[src/rtl/prom_nibble_loader_if.sv]
// Download handshake bundle for the PROM nibble loader.
// The master drives bytes and the slave (loader) answers with ready.
interface prom_nibble_loader_if;
   logic       dl_start;
   logic       dl_valid;
   logic [7:0] dl_data;
   logic       dl_ready;

   modport master (
      output dl_start,
      output dl_valid,
      output dl_data,
      input  dl_ready
   );

   modport slave (
      input  dl_start,
      input  dl_valid,
      input  dl_data,
      output dl_ready
   );
endinterface

[src/rtl/prom_nibble_loader.sv]
// Runtime-loaded 2**AW x DW PROM: stores the low nibble of each download byte.
// Optional load checksum (sum_err) is built when PROM_CHECKSUM_EN is defined.
module prom_nibble_loader #(
   parameter int         AW         = 8,
   parameter int         DW         = 4,
   parameter logic [7:0] EXPECT_SUM = 8'h00
) (
   input  logic          clk,
   input  logic          reset,
   prom_nibble_loader_if.slave dl,
   output logic          dl_done,
   output logic          busy,
   output logic          ovf_err,
   input  logic [AW-1:0] addr,
   input  logic          cs,
   output logic [DW-1:0] dout
`ifdef PROM_CHECKSUM_EN
   ,
   output logic          sum_err
`endif
);

   localparam int            DEPTH = 2**AW;
   localparam logic [AW-1:0] LAST  = AW'(DEPTH - 1);

   typedef enum logic [1:0] {
      IDLE,
      LOAD,
      DONE
   } state_t;

   state_t        state, state_n;
   logic [AW-1:0] wptr, wptr_n;
   logic          we;
   logic          fin;
   logic          ovf_set;
   logic          ovf_clr;

   logic [DW-1:0] mem [DEPTH];

   // Upper download bits are intentionally discarded.
   logic unused_hi;
   assign unused_hi = ^dl.dl_data[7:DW];

   assign dl.dl_ready = (state == LOAD);
   assign busy        = (state == LOAD);
   assign dl_done     = (state == DONE);

   // State and write pointer register.
   always_ff @(posedge clk) begin
      if (reset) begin
         state <= IDLE;
         wptr  <= '0;
      end else begin
         state <= state_n;
         wptr  <= wptr_n;
      end
   end

   // Next state; a restart beats any same-cycle byte.
   always_comb begin
      state_n = state;
      wptr_n  = wptr;
      we      = 1'b0;
      fin     = 1'b0;
      ovf_set = 1'b0;
      ovf_clr = 1'b0;
      unique case (state)
         IDLE: begin
            if (dl.dl_start) begin
               state_n = LOAD;
               wptr_n  = '0;
            end
         end
         LOAD: begin
            if (dl.dl_start) begin
               wptr_n = '0;
            end else if (dl.dl_valid) begin
               we     = 1'b1;
               wptr_n = wptr + AW'(1);
               if (wptr == LAST) begin
                  state_n = DONE;
                  fin     = 1'b1;
               end
            end
         end
         DONE: begin
            if (dl.dl_start) begin
               state_n = LOAD;
               wptr_n  = '0;
               ovf_clr = 1'b1;
            end else if (dl.dl_valid) begin
               ovf_set = 1'b1;
            end
         end
         default: state_n = IDLE;
      endcase
   end

   // Sticky overflow flag for bytes offered after a full load.
   always_ff @(posedge clk) begin
      if (reset)        ovf_err <= 1'b0;
      else if (ovf_clr) ovf_err <= 1'b0;
      else if (ovf_set) ovf_err <= 1'b1;
   end

   // PROM array write; contents survive reset.
   always_ff @(posedge clk) begin
      if (we) mem[wptr] <= dl.dl_data[DW-1:0];
   end

   // Registered read; blanked during a load, old data on collision.
   always_ff @(posedge clk) begin
      if (reset)   dout <= '0;
      else if (cs) dout <= busy ? '0 : mem[addr];
   end

`ifdef PROM_CHECKSUM_EN
   logic [7:0] acc, acc_next;

   assign acc_next = acc + 8'(dl.dl_data[DW-1:0]);

   // Running nibble sum, judged on the final write.
   always_ff @(posedge clk) begin
      if (reset) begin
         acc     <= '0;
         sum_err <= 1'b0;
      end else if (dl.dl_start) begin
         acc     <= '0;
         sum_err <= 1'b0;
      end else begin
         if (we)  acc     <= acc_next;
         if (fin) sum_err <= (acc_next != EXPECT_SUM);
      end
   end
`endif

endmodule

[src/flat_wrapper.sv]
// flat-port wrapper written by rule: the top's interface ports become plain ports
module prom_nibble_loader_flat 
#(
   parameter int         AW         = 8,
   parameter int         DW         = 4,
   parameter logic [7:0] EXPECT_SUM = 8'h00
)
  (clk, reset, dl_done, busy, ovf_err, addr, cs, dout, dl_dl_start, dl_dl_valid, dl_dl_data, dl_dl_ready);
  prom_nibble_loader_if dl_i ();
  input  logic clk;
  input  logic reset;
  output logic dl_done;
  output logic busy;
  output logic ovf_err;
  input  logic [AW-1:0] addr;
  input  logic cs;
  output logic [DW-1:0] dout;
  input wire logic [$bits(dl_i.dl_start)-1:0] dl_dl_start;
  input wire logic [$bits(dl_i.dl_valid)-1:0] dl_dl_valid;
  input wire logic [$bits(dl_i.dl_data)-1:0] dl_dl_data;
  output wire logic [$bits(dl_i.dl_ready)-1:0] dl_dl_ready;
  assign dl_i.dl_start = dl_dl_start;
  assign dl_i.dl_valid = dl_dl_valid;
  assign dl_i.dl_data = dl_dl_data;
  assign dl_dl_ready = dl_i.dl_ready;
  prom_nibble_loader #(.AW(AW), .DW(DW), .EXPECT_SUM(EXPECT_SUM)) u_core (.clk(clk), .reset(reset), .dl(dl_i), .dl_done(dl_done), .busy(busy), .ovf_err(ovf_err), .addr(addr), .cs(cs), .dout(dout));
endmodule
[config.mk]
export PLATFORM = sky130hd
export DESIGN_NAME = prom_nibble_loader_flat
export DESIGN_NICKNAME = d
export VERILOG_FILES = /design/src/rtl/prom_nibble_loader_if.sv /design/src/rtl/prom_nibble_loader.sv /design/src/flat_wrapper.sv
export SDC_FILE = /design/constraint.sdc
export NUM_CORES = 1
export LEC_CHECK = 0
export CAP_MARGIN = 5
export CORE_MARGIN = 4
export CORE_UTILIZATION = 30
export CTS_BUF_LIST = sky130_fd_sc_hd__clkbuf_8
export CTS_CLUSTER_SIZE = 10
export DETAILED_ROUTE_END_ITERATION = 12
export PLACE_DENSITY_LB_ADDON = 0.05
export SETUP_SLACK_MARGIN = 0.3
export SLEW_MARGIN = 30
export SYNTH_ARGS = -nofsm -noshare
export SYNTH_HDL_FRONTEND = slang
export SYNTH_SLANG_ARGS = --single-unit
[constraint.sdc]
create_clock -name clk -period 5.6 [get_ports clk]
set_clock_uncertainty 0.2 [all_clocks]
set_input_delay 0.84 -clock clk [delete_from_list [all_inputs] [get_ports clk]]
set_output_delay 0.84 -clock clk [all_outputs]
set_load 0.01 [all_outputs]
### Yosys cells after proc, flatten, opt, wreduce, memory -nomap -nowiden

Memories as Yosys holds them, arrays and structs flattened.
Cells that the tools add are included.

* bits in registers: 15
* bits in latches: 0
* memory bits (writable): 1024
* ROM bits: 0
* input bits: 21
* logic and storage cells: 38
* memories kept: 1

* $add $sub $neg: 1
* $mul: 0
* divide/modulo/power cells: 0
* magnitude comparators: 0
* equal/unequal tests: 8
* shifts and indexed selects: 0
* multiplexer cells: 18
* bitwise logic cells: 0
* reduce and logical (&&, ||, !) cells: 6

Memories
* u_core.mem: words 256, bits a word 4, rd ports 1, clocked after Yosys merged registers in 0, wr ports 1, line prom_nibble_loader.sv:39 `logic [DW-1:0] mem [DEPTH];`

Operators by type and width (number)
* 8-bit 2-to-1 mux: 3
* 8-bit case mux with 2 select lines: 1
* 8-bit by 1-bit adder with 8-bit output, second input constant: 1
* 8-bit equality test, second input constant: 1
* 1-bit 2-to-1 mux: 8
* 2-bit 2-to-1 mux: 4
* 2-bit != test, second input constant: 3
* 4-bit 2-to-1 mux: 1
* 2-bit case mux with 2 select lines: 1
* 4-bit AND reduction: 1
* 2-bit OR reduction: 2
* 3-bit != test, second input constant: 1
* 3-bit AND reduction: 1
* 2-bit by 1-bit equality test with 1-bit output, second input constant: 1
* 2-bit equality test, second input constant: 1
* 2-bit zero test: 1
* 2-bit by 1-bit != test with 1-bit output, second input constant: 1
* 2-bit nonzero test: 1

### Longest topological paths before layout

Gate-level depths: netlist (run 1).

* depth in word-level cells: 5
* mapped depth: 12
* depth with buffers taken out: 7

### Worst setup path before layout (run 1)

Ideal clock, no wire load.

* path type: input to register
* from: input port addr[1]
* to: register u_core.dout[2]
* setup time: 0.117 ns
* data arrival time: 2.784 ns
* slack: 2.499 ns
* stages on the path: 7
* path through: buf_2 -> buf_1 -> mux4_2 -> mux4_2 -> a221oi_1 -> nand2_1 -> a32o_1

* longest elaborated chain between the ends: 2

RTL lines
* start, declared: line flat_wrapper.sv:15 `input logic [AW-1:0] addr;`
* memory 256 x 4 bit
* 4-bit 2-to-1 mux: line prom_nibble_loader.sv:115 `else if (cs) dout <= busy ? '0 : mem[addr];`
* end signal, assigned: line prom_nibble_loader.sv:115
* end, declared: line prom_nibble_loader.sv:16 `output logic [DW-1:0] dout`

No other way between the ends.
A chain may end at the register's enable or synchronous reset.

### Worst setup path after layout (run 1)

* from: register u_core.state[0]
* to: memory u_core.mem[11][3] (enable)

* longest elaborated chain between the ends: 4

RTL lines
* start, declared: line prom_nibble_loader.sv:32 `state_t state, state_n;`
* start signal, assigned: line prom_nibble_loader.sv:55 `state <= state_n;`
* 2-bit by 1-bit equality test with 1-bit output: line prom_nibble_loader.sv:68 `unique case (state)`
* 1-bit 2-to-1 mux: line prom_nibble_loader.sv:68
* 1-bit 2-to-1 mux: line prom_nibble_loader.sv:109 `if (we) mem[wptr] <= dl.dl_data[DW-1:0];`
* 1-bit 2-to-1 mux (implied by the code): line prom_nibble_loader.sv:109
* end, declared: line prom_nibble_loader.sv:39

No other way between the ends.

==> results.yml, run 1 <==
worst_setup_path:
  crit_arrival_ns: 4.42
  cp-start-kind: "register"
  reg2reg_depth: 6
  worstReg2RegEnd: "u_core.mem[11][3]$_DFFE_PP_"
  path_cells: "nor2b_1 -> nand2_1 -> nor2_1 -> nand3_1 -> buf_4 -> nor2_1"
  r2r_start: "u_core.state[0]$_SDFFE_PP0P_"
  path_class: "register to register"
  cp_slowest_cell: "nand3_1"
  slowest_delay_ns: 0.84
  cp.required_ns: 5.92
  worstPathMaxFanout: 14
  cp-end-kind: "register"
  r2r_slack_ns: 1.49
  crit_top_cell: "nor2_1"
logic_synthesis:
  synth-async-reset-ratio: 0
  synth_seq_area_share: 0.752
  synth_most_common_cell: "edfxtp_1"
  synth_fp_nets: 2175
  syn_area_per_cell_um2: 19.2
  synth-edff-count: 1024
  ys_warn_count: 0
  synth_area_leaders: "edfxtp_1, mux4_2, nor2_1, mux2i_1, dfxtp_1"
  ys_ff_latch: 1039
  yosysUniqueCellTypes: 54
  netlist_instances: 2150
  synth_top_cell_area_share: 0.744
  syn-cell-area_mm2: 0.0413
  yosys-top-cells-count: "edfxtp_1, nor2_1, mux4_2"
  synth_top_cell_by_area: "edfxtp_1"
  synth-main-ff-cell: "edfxtp_1"
timing:
  finalHoldViolations: 0
  final_max_slew_viol_count: 0
  worstMarginPinSlew_ns: 1.02
  period_needed_ns: 4.11
  fmax_ghz: 0.243
  max_slew_margin: 0.317
  rsz0062_at_grt: "no"
  period_share: 0.733
  fin_tns_setup_ns: 0
  setup-violations-final: 0
power_and_ir_drop:
  power_density_mw_per_mm2: 335
  ir_drop_mv: 0.228
  leakagePower_nw: 14.6
clock_network:
  clkLatencyLatePin_ns: 0.90
  clockBufferDepth: 3
  cts_buffers: 183
  cts_tree: "yes"
  cts_setup_buffers: 0
  ctsHtreeMaxLevel: 4
  hold_buffers: 0
  cts_resized: 0
  cts-root-buf: "clkbuf_8"
  clk_pin_slew_worst_paths_ns: 0.05
  cts.sinks: 1039
hold_path:
  min-delay-start: "u_core.ovf_err$_SDFFE_PP0P_"
  worstHoldEndpoint: "u_core.ovf_err$_SDFFE_PP0P_"
  whs_path_depth: 2
  hold_path_class: "register to register"
die:
  dieArea_mm2: 0.144
  initial_core_util: 0.303
  io_pins: 29
  fp-row-count: 135
  fp.coreArea_mm2: 0.136
  die_y_um: 379
  die_w_um: 379
global_route:
  grt_pass1_vias: 22400
  grt_usage: 0.168
  grt_max_degree: 165
  overflow: 0
  antenna_found_initial: 12
  grt_pass1_wl_um: 169000
finish:
  nNetsFinal: 2320
  instances_no_fill: 4227
  syn2layout_area_growth_pct: 14.0
  drive_above_1_share: 0.229
placement:
  placed_cells: 3889
  place_hpwl_um: 73900
  io_buffers: 24
  gp_congestion: 0.754
route:
  vias_per_cell: 4.99
  num_vias: 21100
  wl_per_cell_um: 28.3
  route.detailed.drc: 0
  totalWireLength_um: 120000
  first_iter_violations: 1587
  first_pass_iters: 5
  ant_nets: 0
job:
  max-cap-violations: 0
outcome:
  outcome: "finished clean"
-- how the worst max path moves through the flow --
stage | slack (ns) | start | endpoint
after floorplan | 2.50 | addr[1] | u_core.dout[2]$_SDFFE_PP0P_
after CTS | 1.43 | u_core.state[0]$_SDFFE_PP0P_ | u_core.mem[203][2]$_DFFE_PP_
after detailed placement | 0.95 | dl_dl_valid | u_core.mem[203][2]$_DFFE_PP_
after global routing | 1.23 | u_core.state[0]$_SDFFE_PP0P_ | u_core.mem[11][3]$_DFFE_PP_
after global placement | 0.99 | dl_dl_valid | u_core.mem[107][0]$_DFFE_PP_
final | 1.49 | u_core.state[0]$_SDFFE_PP0P_ | u_core.mem[11][3]$_DFFE_PP_
-- placed cells by master (no fill, tap or decap), types with 5 or more instances in the layout --
| cell type | instances |
|---|---|
| a31oi_1 | 5 |
| inv_1 | 79 |
| a211oi_1 | 21 |
| buf_4 | 69 |
| mux4_2 | 235 |
| a21oi_1 | 19 |
| dfxtp_1 | 15 |
| clkbuf_8 | 195 |
| clkdlybuf4s50_1 | 15 |
| a22o_1 | 6 |
| clkinv_2 | 20 |
| clkinvlp_4 | 6 |
| nand2_1 | 47 |
| nor2b_1 | 20 |
| or3_1 | 8 |
| o22ai_1 | 19 |
| o21ai_0 | 6 |
| clkinv_1 | 35 |
| a2111oi_0 | 5 |
| nand3_1 | 38 |
| nand2b_1 | 6 |
| nand4_1 | 8 |
| a22oi_1 | 21 |
| mux2i_1 | 89 |
| nor2_1 | 301 |
| nor3_1 | 20 |
| edfxtp_1 | 1024 |
| mux2_2 | 5 |
| xor2_1 | 5 |
| buf_12 | 8 |
| o221ai_1 | 26 |
| o211ai_1 | 5 |
-- state kept, by name, indices dropped and copies added, names as in the netlist --
register        flops
u_core.mem       1024
u_core.wptr         8
u_core.dout         4
u_core.state        2
u_core.ovf_err      1
-- logic make-up (layout without fill, tap and decap cells) --
group	after synthesis	in the layout	share of synthesized area
buffers and inverters	146	439	0.0182
adders and majority gates	4	4	0.00121
muxes	329	329	0.151
other	0	3	0
and+or+nand+nor	468	468	0.0481
AOI/OAI and AO/OA	157	157	0.0283
xor gates and xnor gates	7	7	0.00148
DFF	1039	1039	0.752
-- routing by layer --
metal / track usage / share of wire
met1: 0.237 / 0.46
met2: 0.260 / 0.46
met3: 0.0419 / 0.054
met4: 0.0485 / 0.022
met5: 0 / 0
-- where the power goes --
part / switching (mW) / internal (mW) / leakage, nW
Clock: 3.14 / 3.32 / 1.97
Combinational: 0.498 / 0.273 / 3.29
Sequential: 0.00745 / 8.55 / 9.32
-- critical path, delay by kind of cell (launching register included) --
kind / cells / cell delay, ns
buf+inv: 1 / 0.49
simple gates: 5 / 2.60
flops: 1 / 0.43
-- metrics by stage --
| stage | instance area [µm²] | util | worst slack, ns | power, mW | hold WS, ns |
|---|---|---|---|---|---|
| detailed placement | 43700 | 0.321 | 0.945 | 9.51 | 0.318 |
| finish | 47100 | 0.346 | 1.49 | 15.8 | 0.326 |
| floorplan | 41300 | - | 2.50 | 9.12 | 0.271 |
| CTS | 47100 | 0.346 | 1.43 | 16.1 | 0.318 |
| global placement | 43700 | 0.321 | 0.987 | 9.50 | 0.295 |
| global route | 47100 | 0.346 | 1.23 | 16.5 | 0.320 |
-- cell type report --
type	instances	area, µm²
Antenna cell	3	7.51
Clock buffer	190	2620
Clock inverter	143	709
Fill cell	12900	89000
Inverter	5	18.8
Multi-Input combinational cell	965	9520
Sequential cell	1039	31000
Tap cell	1781	2230
Timing Repair Buffer	101	960
Power figures use the tool's default switching activity.
==> inputs of run 2 (changes only) <==
- clock period: 5.6 -> 4.1 ns (I/O delays scaled with it)
==> run 2 against run 1 <==
Fmax up 21%. Worst setup slack worse by 0.79 ns. Non-clock buffer count is 47 higher. Sequential power is 37% higher. Die area is the same. Clock power increased by 39%. Global-route usage increased by 0.27 points. Largest cell class unchanged.
==> results.yml, run 2 (synthesis results as in run 1) <==
hold_path:
  whs_path_depth: 1
  worstHoldEndpoint: "u_core.mem[183][2]$_DFFE_PP_"
  hold_path_class: "input port to register"
  min-delay-start: "dl_dl_data[2]"
route:
  num_vias: 21300
  wl_per_cell_um: 28.5
  vias_per_cell: 4.98
  ant_nets: 0
  totalWireLength_um: 122000
  first_pass_iters: 5
  first_iter_violations: 1789
  route.detailed.drc: 0
timing:
  worstMarginPinSlew_ns: 0.935
  rsz0062_at_grt: "no"
  setup-violations-final: 0
  final_max_slew_viol_count: 0
  fin_ws_ns: 0.699
  fmax_ghz: 0.294
  finalHoldViolations: 0
  fin_tns_setup_ns: 0
  period_share: 0.830
  period_needed_ns: 3.40
  fin_hold_ws_ns: 0.177
  max_slew_margin: 0.375
worst_setup_path:
  crit_path_start: "u_core.state[0]$_SDFFE_PP0P_"
  cp-start-kind: "register"
  crit_arrival_ns: 3.72
  path_class: "register to register"
  reg2reg_depth: 7
  worstPathMaxFanout: 14
  r2r_slack_ns: 0.70
  cp-end-kind: "register"
  cp.required_ns: 4.42
  worstReg2RegEnd: "u_core.mem[102][2]$_DFFE_PP_"
  r2r_start: "u_core.state[0]$_SDFFE_PP0P_"
power_and_ir_drop:
  power_density_mw_per_mm2: 457
  power_frac_clock: 0.413
  ir_drop_mv: 0.310
  p_sw_frac: 0.234
  net-switching-power_mw: 5.11
  p_comb_frac: 0.051
  leakagePower_nw: 14.9
  power_frac_seq: 0.536
  p_int_mw: 16.7
  total_power_mw: 21.8
clock_network:
  clockBufferDepth: 3
  clkLatencyLatePin_ns: 0.90
  cts_tree: "yes"
  cts_buffers: 183
  cts_resized: 0
  cts.sinks: 1039
  ctsHtreeMaxLevel: 4
  clk_pin_slew_worst_paths_ns: 0.06
  cts-root-buf: "clkbuf_8"
placement:
  placed_cells: 3936
  gp_congestion: 0.763
  place_hpwl_um: 78600
  dpl_worst_slack_ns: 0.149
  placed_cell_area_mm2: 0.0443
  io_buffers: 24
die:
  die_w_um: 379
  io_pins: 29
  fp.coreArea_mm2: 0.136
  dieArea_mm2: 0.144
  die_y_um: 379
  initial_core_util: 0.303
  fp-row-count: 135
finish:
  mostFrequentLayoutCells: "edfxtp_1, nor2_1, mux4_2"
  final_common_cell: "edfxtp_1"
  nNetsFinal: 2367
  biggestRegsByFlops: "u_core.mem: 1024 flops, u_core.wptr: 8 flops, u_core.dout: 4 flops"
  final_util: 0.351
  syn2layout_area_growth_pct: 15.6
  drive_above_1_share: 0.246
  final_area_mm2: 0.0478
  regMostFlops: "u_core.mem"
  instances_no_fill: 4274
  largest_reg_flops: 1024
global_route:
  antenna_found_initial: 9
  grt_pass1_wl_um: 172000
  overflow: 0
  grt_usage: 0.171
  grt_max_degree: 119
  grt_pass1_vias: 22700
outcome:
  outcome: "finished clean"
job:
  max-cap-violations: 0
[run 2: changes by cell type in the layout (fill, tap and decap cells not counted), moves of 3 or more]
| cell | delta |
|---|---|
| buf_4 | +27 |
| clkinv_2 | +5 |
| inv_8 | +3 |
| buf_12 | +20 |
| inv_1 | -22 |
| clkinvlp_4 | -3 |
| clkinv_1 | +14 |
[run 2: worst max-delay path by stage]
stage,slack (ns),end,depth (start not counted)
after floorplan,1.22,u_core.dout[2]$_SDFFE_PP0P_,7
after global placement,0.16,u_core.dout[1]$_SDFFE_PP0P_,9
after detailed placement,0.15,u_core.dout[1]$_SDFFE_PP0P_,9
after CTS,0.78,u_core.mem[118][2]$_DFFE_PP_,7
after global routing,0.51,u_core.mem[174][2]$_DFFE_PP_,6
final,0.70,u_core.mem[102][2]$_DFFE_PP_,7
[run 2: cell type report]
cell class	count	area [µm²]
fill	12900	88400
sequential	1039	31000
multi-input combinational	965	9510
clock buffer	189	2600
tap	1781	2230
timing repair buffer	148	1560
clock inverter	145	788
inverter	5	18.8
antenna	2	5.00
[run 2: power by group through the flow]
stage	clock network [mW]	logic (mW)	registers, mW
global route	9.87	1.20	11.7
CTS	9.36	1.14	11.7
global placement	0	1.13	11.9
detailed placement	0	1.14	11.9
finish	9.01	1.11	11.7
floorplan	0	0.556	11.9
[run 2: layer usage]
metal  part of all wire  wire length, µm  track usage  vias up
met5            0.00011               13            0        -
met4              0.021             2510       0.0475        2
met3              0.062             7560       0.0450      185
met2               0.46            56000        0.263      602
met1               0.46            55900        0.240    11300
li1                   -                -            -     9193
[run 2: critical path, stage by stage, from the launching register on]
cell	delay, ns
dfxtp_1	0.43
nor2b_1	0.41
nand2_1	0.37
nor2_1	0.18
buf_4	0.22
nand3_1	0.40
buf_12	0.35
nor2_1	0.43
[run 2: what timing repair did]
action | 4_1_cts | 5_1_grt
setup buffers | 0 | 0
endpoints found under the hold margin | 0 | 39
hold buffers | 0 | 1
==> inputs of run 3 (changes only) <==
- clock period: 4.1 -> 3.2 ns (I/O delays scaled with it)
==> run 3 against run 2 <==
Critical path depth rose by 1. Combinational power is 36% higher. Sequential share of layout area down 1.5 points. Critical path type unchanged.
==> results.yml, run 3 (synthesis results as in run 1) <==
outcome:
  outcome: "finished clean"
die:
  fp.coreArea_mm2: 0.136
  die_y_um: 379
  initial_core_util: 0.303
  die_w_um: 379
  dieArea_mm2: 0.144
  fp-row-count: 135
  io_pins: 29
global_route:
  grt_usage: 0.169
  grt_pass1_wl_um: 172000
  overflow: 0
  antenna_found_initial: 7
  grt_pass1_vias: 23000
  grt_max_degree: 93
hold_path:
  hold_path_class: "input port to register"
timing:
  finalHoldViolations: 0
  fin_hold_ws_ns: 0.198
  max_slew_margin: 0.433
  setup-violations-final: 0
  final_max_slew_viol_count: 0
  period_share: 0.841
  worstMarginPinSlew_ns: 0.848
  period_needed_ns: 2.69
  rsz0062_at_grt: "no"
  fin_ws_ns: 0.508
  fin_tns_setup_ns: 0
  fmax_ghz: 0.372
finish:
  regMostFlops: "u_core.mem"
  nNetsFinal: 2470
  seqCellArea_mm2: 0.0311
  mostFrequentLayoutCells: "edfxtp_1, nor2_1, mux4_2"
  biggestRegsByFlops: "u_core.mem: 1024 flops, u_core.wptr: 8 flops, u_core.dout: 4 flops"
  multiInputGateArea_mm2: 0.00952
  syn2layout_area_growth_pct: 18.3
  nFillCells: 12800
  drive_above_1_share: 0.274
  instances_no_fill: 4383
  largest_reg_flops: 1024
  final_common_cell: "edfxtp_1"
power_and_ir_drop:
  total_power_mw: 28.3
  p_comb_frac: 0.053
  leakagePower_nw: 15.5
  ir_drop_mv: 0.409
  power_density_mw_per_mm2: 579
  p_int_mw: 21.7
  power_frac_seq: 0.529
  power_frac_clock: 0.417
  p_sw_frac: 0.231
  net-switching-power_mw: 6.54
placement:
  placed_cells: 4033
  place_hpwl_um: 77800
  dpl_worst_slack_ns: -0.585
  gp_congestion: 0.770
  io_buffers: 24
route:
  wl_per_cell_um: 27.5
  route.detailed.drc: 0
  num_vias: 21700
  totalWireLength_um: 121000
  first_iter_violations: 1879
  vias_per_cell: 4.96
  ant_nets: 0
  first_pass_iters: 5
clock_network:
  cts-root-buf: "clkbuf_8"
  cts_tree: "yes"
  ctsHtreeMaxLevel: 4
  clk_pin_slew_worst_paths_ns: 0.06
  cts_buffers: 186
  clkLatencyLatePin_ns: 0.90
  cts.sinks: 1039
  clockBufferDepth: 3
worst_setup_path:
  crit_arrival_ns: 3.26
  path_class: "register to register"
  cp-start-kind: "register"
  worstPathMaxFanout: 1
  cp-end-kind: "register"
  cp.required_ns: 3.77
job:
  max-cap-violations: 0
## run 3: cell types whose count changed in the layout (fill, tap and decap cells not counted), moves of 3 or more
cell	previous run	this run
buf_4	96	175
buf_12	28	47
clkinv_1	49	57
clkbuf_8	193	197
clkdlybuf4s50_1	15	12
clkinv_2	25	22
dlygate4sd3_1	1	4
## run 3: layout make-up
cell class / count / area share
diodes: 1 / 0.0000512
clock buffers: 193 / 0.0544
clock inverters: 151 / 0.0174
inverters: 5 / 0.000384
multi-input cells: 965 / 0.195
flip-flops and latches: 1039 / 0.635
well taps: 1781 / 0.0456
repair buffers: 248 / 0.0519
## run 3: final timing paths
kind | slack (ns) | from | cells after the start | end
max | 0.51 | u_core.mem[111][1]$_DFFE_PP_ | 8 | u_core.dout[1]$_SDFFE_PP0P_
min | 0.20 | addr[2] | 4 | u_core.dout[2]$_SDFFE_PP0P_
max reg2reg | 0.51 | u_core.mem[111][1]$_DFFE_PP_ | 8 | u_core.dout[1]$_SDFFE_PP0P_
min reg2reg | 0.30 | u_core.state[0]$_SDFFE_PP0P_ | 1 | u_core.state[0]$_SDFFE_PP0P_
## run 3: per-stage QoR
stage                     cell area [µm²]  utilization
after floorplan                     41300            -
after global placement              45300        0.333
after detailed placement            45300        0.333
after CTS                           48900        0.359
after global routing                48900        0.359
final                               48900        0.359
## run 3: critical path, cell delays in order, from the launching register on
cell	delay [ns]
edfxtp_1	0.36
mux4_2	0.50
o22ai_1	0.26
nor3_1	0.10
buf_4	0.16
a2111oi_2	0.49
buf_4	0.19
nor2_1	0.06
a32o_1	0.27
## run 3: layer usage
| layer | wire (µm) | up-vias | track usage |
|---|---|---|---|
| met5 | 13 | - | 0 |
| met3 | 6050 | 176 | 0.0341 |
| met4 | 2470 | 2 | 0.0474 |
| li1 | - | 9391 | - |
| met2 | 54400 | 594 | 0.255 |
| met1 | 57800 | 11600 | 0.250 |
## run 3: power by group through the flow
stage	Clock [mW]	Sequential (mW)	Combinational (mW)
floorplan	0	15.2	0.712
global placement	0	15.2	1.53
detailed placement	0	15.2	1.54
CTS	12.2	15.0	1.55
global route	12.9	15.0	1.62
finish	11.8	15.0	1.51
## run 3: timing repair
action	4_1_cts	5_1_grt
pin swaps	0	0
setup buffers	0	1
gates resized for setup	8	1
hold buffers	4	0
hold endpoints to repair	154	0
endpoints found under the setup margin	4	1
